--- src/rtl/demux_tdm_pkg.sv ---
// Shared types and constants for the 8-slot TDM receiver.
package demux_tdm_pkg;

  typedef enum logic {
    HUNT   = 1'b0,
    LOCKED = 1'b1
  } state_t;

  localparam int NUM_SLOTS = 8;
  localparam int SLOT_BITS = 3;
  localparam logic [SLOT_BITS-1:0] LAST_SLOT = 3'd7;

endpackage

--- src/rtl/tdm_slot_counter.sv ---
// Slot index counter: wraps 7 -> 0 on increment, with load-to-1 and clear-to-0.
module tdm_slot_counter
  import demux_tdm_pkg::*;
(
  input  logic                 clk,
  input  logic                 rst,
  input  logic                 en,
  input  logic                 load,
  input  logic                 clear,
  output logic [SLOT_BITS-1:0] slot,
  output logic                 is_last
);

  // Slot register; clear beats load beats increment.
  always_ff @(posedge clk) begin
    if (rst) begin
      slot <= 3'd0;
    end else if (clear) begin
      slot <= 3'd0;
    end else if (load) begin
      slot <= 3'd1;
    end else if (en) begin
      slot <= slot + 3'd1;
    end else begin
      slot <= slot;
    end
  end

  assign is_last = (slot == LAST_SLOT);

endmodule

--- src/rtl/demux_8_tdm_rx.sv ---
// 1:8 TDM receiver: locks on the frame marker, gathers slots into shadow
// registers and publishes a whole frame on ch with a one-cycle valid pulse.
module demux_8_tdm_rx
  import demux_tdm_pkg::*;
#(
  parameter int W = 1
) (
  input  logic                   clk,
  input  logic                   rst,
  input  logic                   en,
  input  logic [W-1:0]           din,
  input  logic                   frame,
  output logic [NUM_SLOTS*W-1:0] ch,
  output logic                   valid,
  output logic [SLOT_BITS-1:0]   slot,
  output logic                   locked,
  output logic                   sync_err
);

  state_t                          state;
  logic [NUM_SLOTS-2:0][W-1:0]     shadow;
  logic                            cnt_load;
  logic                            cnt_clear;
  logic                            cnt_inc;
  logic                            is_last;

  tdm_slot_counter u_slot_counter (
    .clk     (clk),
    .rst     (rst),
    .en      (cnt_inc),
    .load    (cnt_load),
    .clear   (cnt_clear),
    .slot    (slot),
    .is_last (is_last)
  );

  // Slot counter steering; any marker (even an early one) restarts at slot 1.
  always_comb begin
    cnt_load  = 1'b0;
    cnt_clear = 1'b0;
    cnt_inc   = 1'b0;
    if (en) begin
      case (state)
        HUNT: begin
          cnt_load = frame;
        end
        LOCKED: begin
          if (frame) begin
            cnt_load = 1'b1;
          end else if (slot == 3'd0) begin
            cnt_clear = 1'b1;
          end else begin
            cnt_inc = 1'b1;
          end
        end
        default: begin
          cnt_clear = 1'b1;
        end
      endcase
    end else begin
      cnt_load  = 1'b0;
      cnt_clear = 1'b0;
      cnt_inc   = 1'b0;
    end
  end

  // Framing FSM, shadow capture and output register.
  always_ff @(posedge clk) begin
    if (rst) begin
      state    <= HUNT;
      locked   <= 1'b0;
      shadow   <= '0;
      ch       <= '0;
      valid    <= 1'b0;
      sync_err <= 1'b0;
    end else begin
      valid    <= 1'b0;
      sync_err <= 1'b0;
      if (en) begin
        case (state)
          HUNT: begin
            if (frame) begin
              shadow[0] <= din;
              state     <= LOCKED;
              locked    <= 1'b1;
            end else begin
              state <= HUNT;
            end
          end
          LOCKED: begin
            if (frame) begin
              // Early marker drops the partial frame but keeps lock.
              shadow[0] <= din;
              sync_err  <= (slot != 3'd0);
            end else if (slot == 3'd0) begin
              sync_err <= 1'b1;
              state    <= HUNT;
              locked   <= 1'b0;
            end else if (is_last) begin
              ch    <= {din, shadow};
              valid <= 1'b1;
            end else begin
              shadow[slot] <= din;
            end
          end
          default: begin
            state  <= HUNT;
            locked <= 1'b0;
          end
        endcase
      end else begin
        state <= state;
      end
    end
  end

endmodule

--- config.mk ---
export PLATFORM = sky130hd
export DESIGN_NAME = demux_8_tdm_rx
export DESIGN_NICKNAME = d
export VERILOG_FILES = /design/src/rtl/demux_tdm_pkg.sv /design/src/rtl/tdm_slot_counter.sv /design/src/rtl/demux_8_tdm_rx.sv
export SDC_FILE = /design/constraint.sdc
export NUM_CORES = 1
export LEC_CHECK = 0
export ABC_CLOCK_PERIOD_IN_PS = 1500
export BUFFER_PORTS_ARGS = -buffer_cell sky130_fd_sc_hd__buf_2
export CAP_MARGIN = 0
export CORE_MARGIN = 5
export CORE_UTILIZATION = 40
export DETAILED_ROUTE_END_ITERATION = 12
export PLACE_DENSITY_LB_ADDON = 0.25
export RECOVER_POWER = 25
export SYNTH_ARGS = -nofsm -noshare
export SYNTH_HDL_FRONTEND = slang
export SYNTH_HIERARCHICAL = 1
export SYNTH_SLANG_ARGS = --single-unit
--- constraint.sdc ---
create_clock -name clk -period 1.5 [get_ports clk]
set_input_delay 0.075 -clock clk [delete_from_list [all_inputs] [get_ports clk]]
set_output_delay 0.075 -clock clk [all_outputs]
set_load 0.03 [all_outputs]
## Word level (Yosys, flattened, before mapping)

Index checks and enable logic that the tools add are counted.

| operators by class | value |
|---|---|
| add/sub/neg operators | 1 |
| magnitude comparators | 2 |
| eq/ne operators | 6 |
| muxes and demuxes | 29 |
| bitwise gates (word level) | 5 |
| reduce and logical (&&, ||, !) cells | 12 |

Operators with widths:

| kind | number |
|---|---|
| $mux W1 | 23 |
| $reduce_and A5 Y1 | 2 |
| $pmux W1 S2 | 4 |
| $reduce_and A4 Y1 | 2 |
| $bwmux W7 | 1 |
| $ne A3 B3 Y1 const B | 2 |
| $reduce_or A3 Y1 | 2 |
| $not A1 Y1 | 5 |
| $reduce_or A5 Y1 | 1 |
| $lt A3 B4 Y1 const B | 1 |
| $ne A2 B2 Y1 const B | 2 |
| $add A3 B1 Y3 const B | 1 |
| $demux W1 S3 | 1 |
| $eq A3 B3 Y1 const B | 1 |
| $ge A3 B1 Y1 const B | 1 |
| $logic_not A3 Y1 | 1 |
| $reduce_bool A3 Y1 | 1 |
| $ne A2 B1 Y1 const B | 1 |
| $reduce_bool A2 Y1 | 1 |
| $reduce_or A2 Y1 | 1 |
| $logic_and A1 B1 Y1 | 1 |

| word-level totals | value |
|---|---|
| flip-flop bits (word level) | 22 |
| bits of input ports | 5 |
| word-level logic and storage cells | 69 |

## Longest topological paths before layout

| depth | value |
|---|---|
| depth after elaboration | 9 |
| depth in mapped cells | 6 |
| depth with buffers taken out | 6 |

## Cells and area by module

The synthesis kept the hierarchy.

By module, submodules not included:

| module | instances | cells each | area each (um^2) |
|---|---|---|---|
| demux_8_tdm_rx | 1 | 91 | 833.3 |
| tdm_slot_counter | 1 | 12 | 137.6 |

## Worst setup path after synthesis

OpenSTA, ideal clock, no wires.

| timing | value |
|---|---|
| path kind | reg2reg |
| start | register u_slot_counter.slot[2] |
| end | register u_slot_counter.slot[0] |
| setup time | 0.115 ns |
| data arrival time | 1.643 ns |
| slack | -0.258 ns |
| stages on the path, launching flop included | 6 |
| path buffers | 0 |
| period minus slack after synthesis | 1.758 ns |
| cells stage by stage | dfxtp_1 -> or3_4 -> ha_1 -> and3_2 -> xor2_1 -> o21a_1 |

| on the way | value |
|---|---|
| cells in the longest elaborated chain, start to end | 6 |
| elaborated cells on any way between the ends | 11 |
| those cells by class | 8 x mux; 3 x reduce/logical |

Ends and longest elaborated chain:

| element | line | source |
|---|---|---|
| start: declaration | tdm_slot_counter.sv:10 | `output logic [SLOT_BITS-1:0] slot,` |
| start signal: assignment | tdm_slot_counter.sv:23 | `slot <= slot + 3'd1;` |
| start signal: assignment | tdm_slot_counter.sv:25 | `slot <= slot;` |
| $logic_not A3 Y1 | demux_8_tdm_rx.sv:50 | `end else if (slot == 3'd0) begin` |
| $mux W1 | demux_8_tdm_rx.sv:50 |  |
| $mux W1 | demux_8_tdm_rx.sv:48 | `if (frame) begin` |
| $mux W1 | demux_8_tdm_rx.sv:43 | `case (state)` |
| $mux W1 | demux_8_tdm_rx.sv:42 | `if (en) begin` |
| named net cnt_inc | demux_8_tdm_rx.sv:24 | `logic cnt_inc;` |
| $reduce_bool A2 Y1 (no source line) | - |  |

The timed path passes the listed nets, and every way through them passes these cells.
A chain may end at the register's enable or synchronous reset.

## Final worst setup path

| timing | value |
|---|---|
| start | register u_slot_counter.slot[1] |
| end | register u_slot_counter.slot[0] |

The elaborated chain is that of the path after synthesis.

==> qor.yml <==
place_area_um2: 1152
via_per_inst: 4.988
power_density_nw_per_um2: 862.5
worst_r2r_endpoint: "u_slot_counter/slot[0]$_SDFFE_PP0P_"
drtAntennaViolNets: 0
clockRootBuffer: "clkbuf_4"
synth_top_area_share_pct: 45.36
maxCapViolCount: 0
cp.arrival_ns: 1.74
cpPeakStageDelay_ns: 0.41
relSlewSlack_pct: 74.84
finalHoldViolCount: 0
antennaDiodeCount: 0
finalCriticalPeriod_ns: 1.523
core.rowCount: 17
die_h_um: 59.27
synth_ff_type: "dfxtp_1"
first_pass_iters: 4
clk_latency_ns: 0.31
coreArea_um2: 2255
ys_seq_elements: 22
total_power_mw: 1.080
cts_htree_levels: 1
synthTopCellsByArea: "dfxtp_1, mux2i_1, nand2_1"
rr_worst_depth: 5
dr.first_iter.drc_count: 8
synth_common_cells: "dfxtp_1, nand2_1, a21oi_1, mux2i_1, nand2b_1"
grt_pass1_vias: 766
violations: "setup timing"
critPathKind: "reg2reg"
antenna_found_initial: 0
clk_pin_slew_ns: 0.13
synth_area_per_cell_um2: 9.427
vdd_drop_max_mv: 0.4646
grt_overflow: 0
clock_path_buffers: 2
path_cells: "or3_4 > ha_4 > and3_4 > xor2_1 > o21a_1"
numCtsBuffers: 3
yosysSeqAreaShare_pct: 45.36
r2r_start: "u_slot_counter/slot[1]$_SDFFE_PP0P_"
gp_congestion: 0.7223
syn_inst: 103
netlist_area_um2: 970.9
synth.largest_area_cell: "dfxtp_1"
fin_setup_tns_ns: -0.02296
synth_cell_types: 26
grt_usage_pct: 12.98
clock_skew_ns: 0.002350
leakagePower_nw: 0.5280
setup_slack_ns: -0.02296
grt_pass1_wl_um: 3463
fp.dieW_um: 59.27
multi_input_area_um2: 534.3
whs_endpoint: "shadow[0]$_SDFFE_PP0P_"
wl_per_cell_um: 12.44
clock-sinks: 22
wl_um: 2003
worst_path_dominant_cell_family: "simple AND/OR/NAND/NOR gates"
hpwl_um: 1343
synth_warnings: 6
rsz0062_at_grt: "true"
grt_max_degree: 24
synthesis.nets: 112
rrSetupSlack_ns: -0.02
ios: 19
hold_class: "in2reg"
tightest_slew_ns: 0.3774
nNetsFinal: 143
run_status: "complete, but fails checks"
n_fill_cell: 205
cp-end-kind: "flip-flop"
area_growth_pct: 28.99
fp.dieArea_um2: 3512
fmax_mhz: 656.6
min_from: "din"
drc_errors: 0
path_max_fanout: 3
regArea_um2: 449.2
final_area_um2: 1252
cp.required_ns: 1.72
final_util_pct: 55.55
numPortBuffers: 18
path_buf_inv: 0
slowest_stage: "or3_4"
min_period_over_period_pct: 101.5
drv_slew: 0
drive_above_1_share_pct: 31.58
yosysMostFrequentCell: "dfxtp_1"
async_flop_share_pct: 0
setup_violations: 1
cts_tree: "built"
vias: 803
start_util_pct: 43.06
startpoint_type: "flip-flop"
hold_depth: 3
synth-edff-count: 0
## through the flow
stage / hold slack (ns) / setup WS (ns) / std cells
2_1_floorplan: 0.1438 / -0.05122 / 103
3_3_place_gp: 0.3464 / 0.001007 / 151
3_5_place_dp: 0.3542 / -0.01747 / 151
4_1_cts: 0.01196 / -0.01724 / 161
5_1_grt: 0.009769 / -0.1035 / 161
6_report: 0.01567 / -0.02296 / 161
## cells by family (layout without fill, tap and decap cells)
family | Yosys count | count (layout) | share of synthesized area [%]
AND/OR/NAND/NOR | 50 | 50 | 30.41
flip-flops | 22 | 22 | 45.36
AO/OA/AOI/OAI | 11 | 11 | 6.958
multiplexers | 8 | 8 | 8.248
buffers and inverters | 7 | 37 | 2.964
adder cells (fa/ha/maj) | 4 | 4 | 5.155
XOR/XNOR | 1 | 1 | 0.9022
## worst max path at each step
stage	from	endpoint	cells after the start
6_report	u_slot_counter/slot[1]$_SDFFE_PP0P_	u_slot_counter/slot[0]$_SDFFE_PP0P_	5
5_1_grt	u_slot_counter/slot[1]$_SDFFE_PP0P_	u_slot_counter/slot[2]$_SDFFE_PP0P_	5
4_1_cts	u_slot_counter/slot[0]$_SDFFE_PP0P_	shadow[1]$_SDFFE_PP0P_	5
2_1_floorplan	u_slot_counter/slot[0]$_SDFFE_PP0P_	u_slot_counter/slot[0]$_SDFFE_PP0P_	5
3_3_place_gp	u_slot_counter/slot[0]$_SDFFE_PP0P_	u_slot_counter/slot[0]$_SDFFE_PP0P_	5
3_5_place_dp	u_slot_counter/slot[0]$_SDFFE_PP0P_	ch[6]$_SDFFE_PP0P_	5
## flip-flops by register name (all words and copies together), names as in the netlist
register,count
shadow,7
sync_err,1
locked,1
u_slot_counter/slot,3
ch,8
valid,1
state,1
## what timing repair did
item / in CTS / in global routing
setup endpoints to repair: 13 / 15
buffers inserted: 6 / 0
hold buffers: 0 / 0
resized for setup: 1 / 1
pin swaps: 4 / 2
## where the power goes
| group | internal [mW] | leakage, nW | total (mW) | switching [mW] |
|---|---|---|---|---|
| Sequential | 0.590 | 0.180 | 0.599 | 0.00878 |
| Combinational | 0.0387 | 0.322 | 0.0907 | 0.0520 |
| Clock | 0.203 | 0.0261 | 0.391 | 0.188 |
| Total | 0.832 | 0.528 | 1.08 | 0.248 |
## worst register-to-register path, delay by kind of cell (launching register included)
family                   cells  cell delay (ns)
AND/OR/NAND/NOR              2             0.59
AO/OA/AOI/OAI                1             0.17
adder cells (fa/ha/maj)      1             0.18
XOR/XNOR                     1             0.15
flip-flops                   1             0.35
## final cells by class
class / instances / share of cell area (%)
Multi-Input combinational cell: 74 / 42.66
Sequential cell: 22 / 35.86
Timing Repair Buffer: 30 / 13.99
Clock buffer: 4 / 3.796
Tap cell: 28 / 2.797
Inverter: 3 / 0.8991
## layer usage
metal / GRT usage [%] / vias up / routed length (µm)
li1: - / 421 / -
met1: 16.51 / 365 / 938
met2: 20.59 / 15 / 956
met3: 3.050 / 2 / 93
met4: 5.825 / 0 / 14
met5: 0 / - / 0
## cells in the final DEF, fill, tap and decap left out, types with 2 or more instances in the layout
master / n
buf_4: 12
nor4_1: 2
dfxtp_1: 19
dfxtp_4: 2
nand4b_1: 3
inv_1: 3
nand2_1: 18
nand2b_1: 8
clkbuf_1: 4
a21oi_1: 9
ha_4: 2
and4bb_1: 2
nor2_1: 4
clkbuf_4: 3
nor3_1: 3
buf_2: 14
mux2i_1: 8
Power figures use the tool's default switching activity.
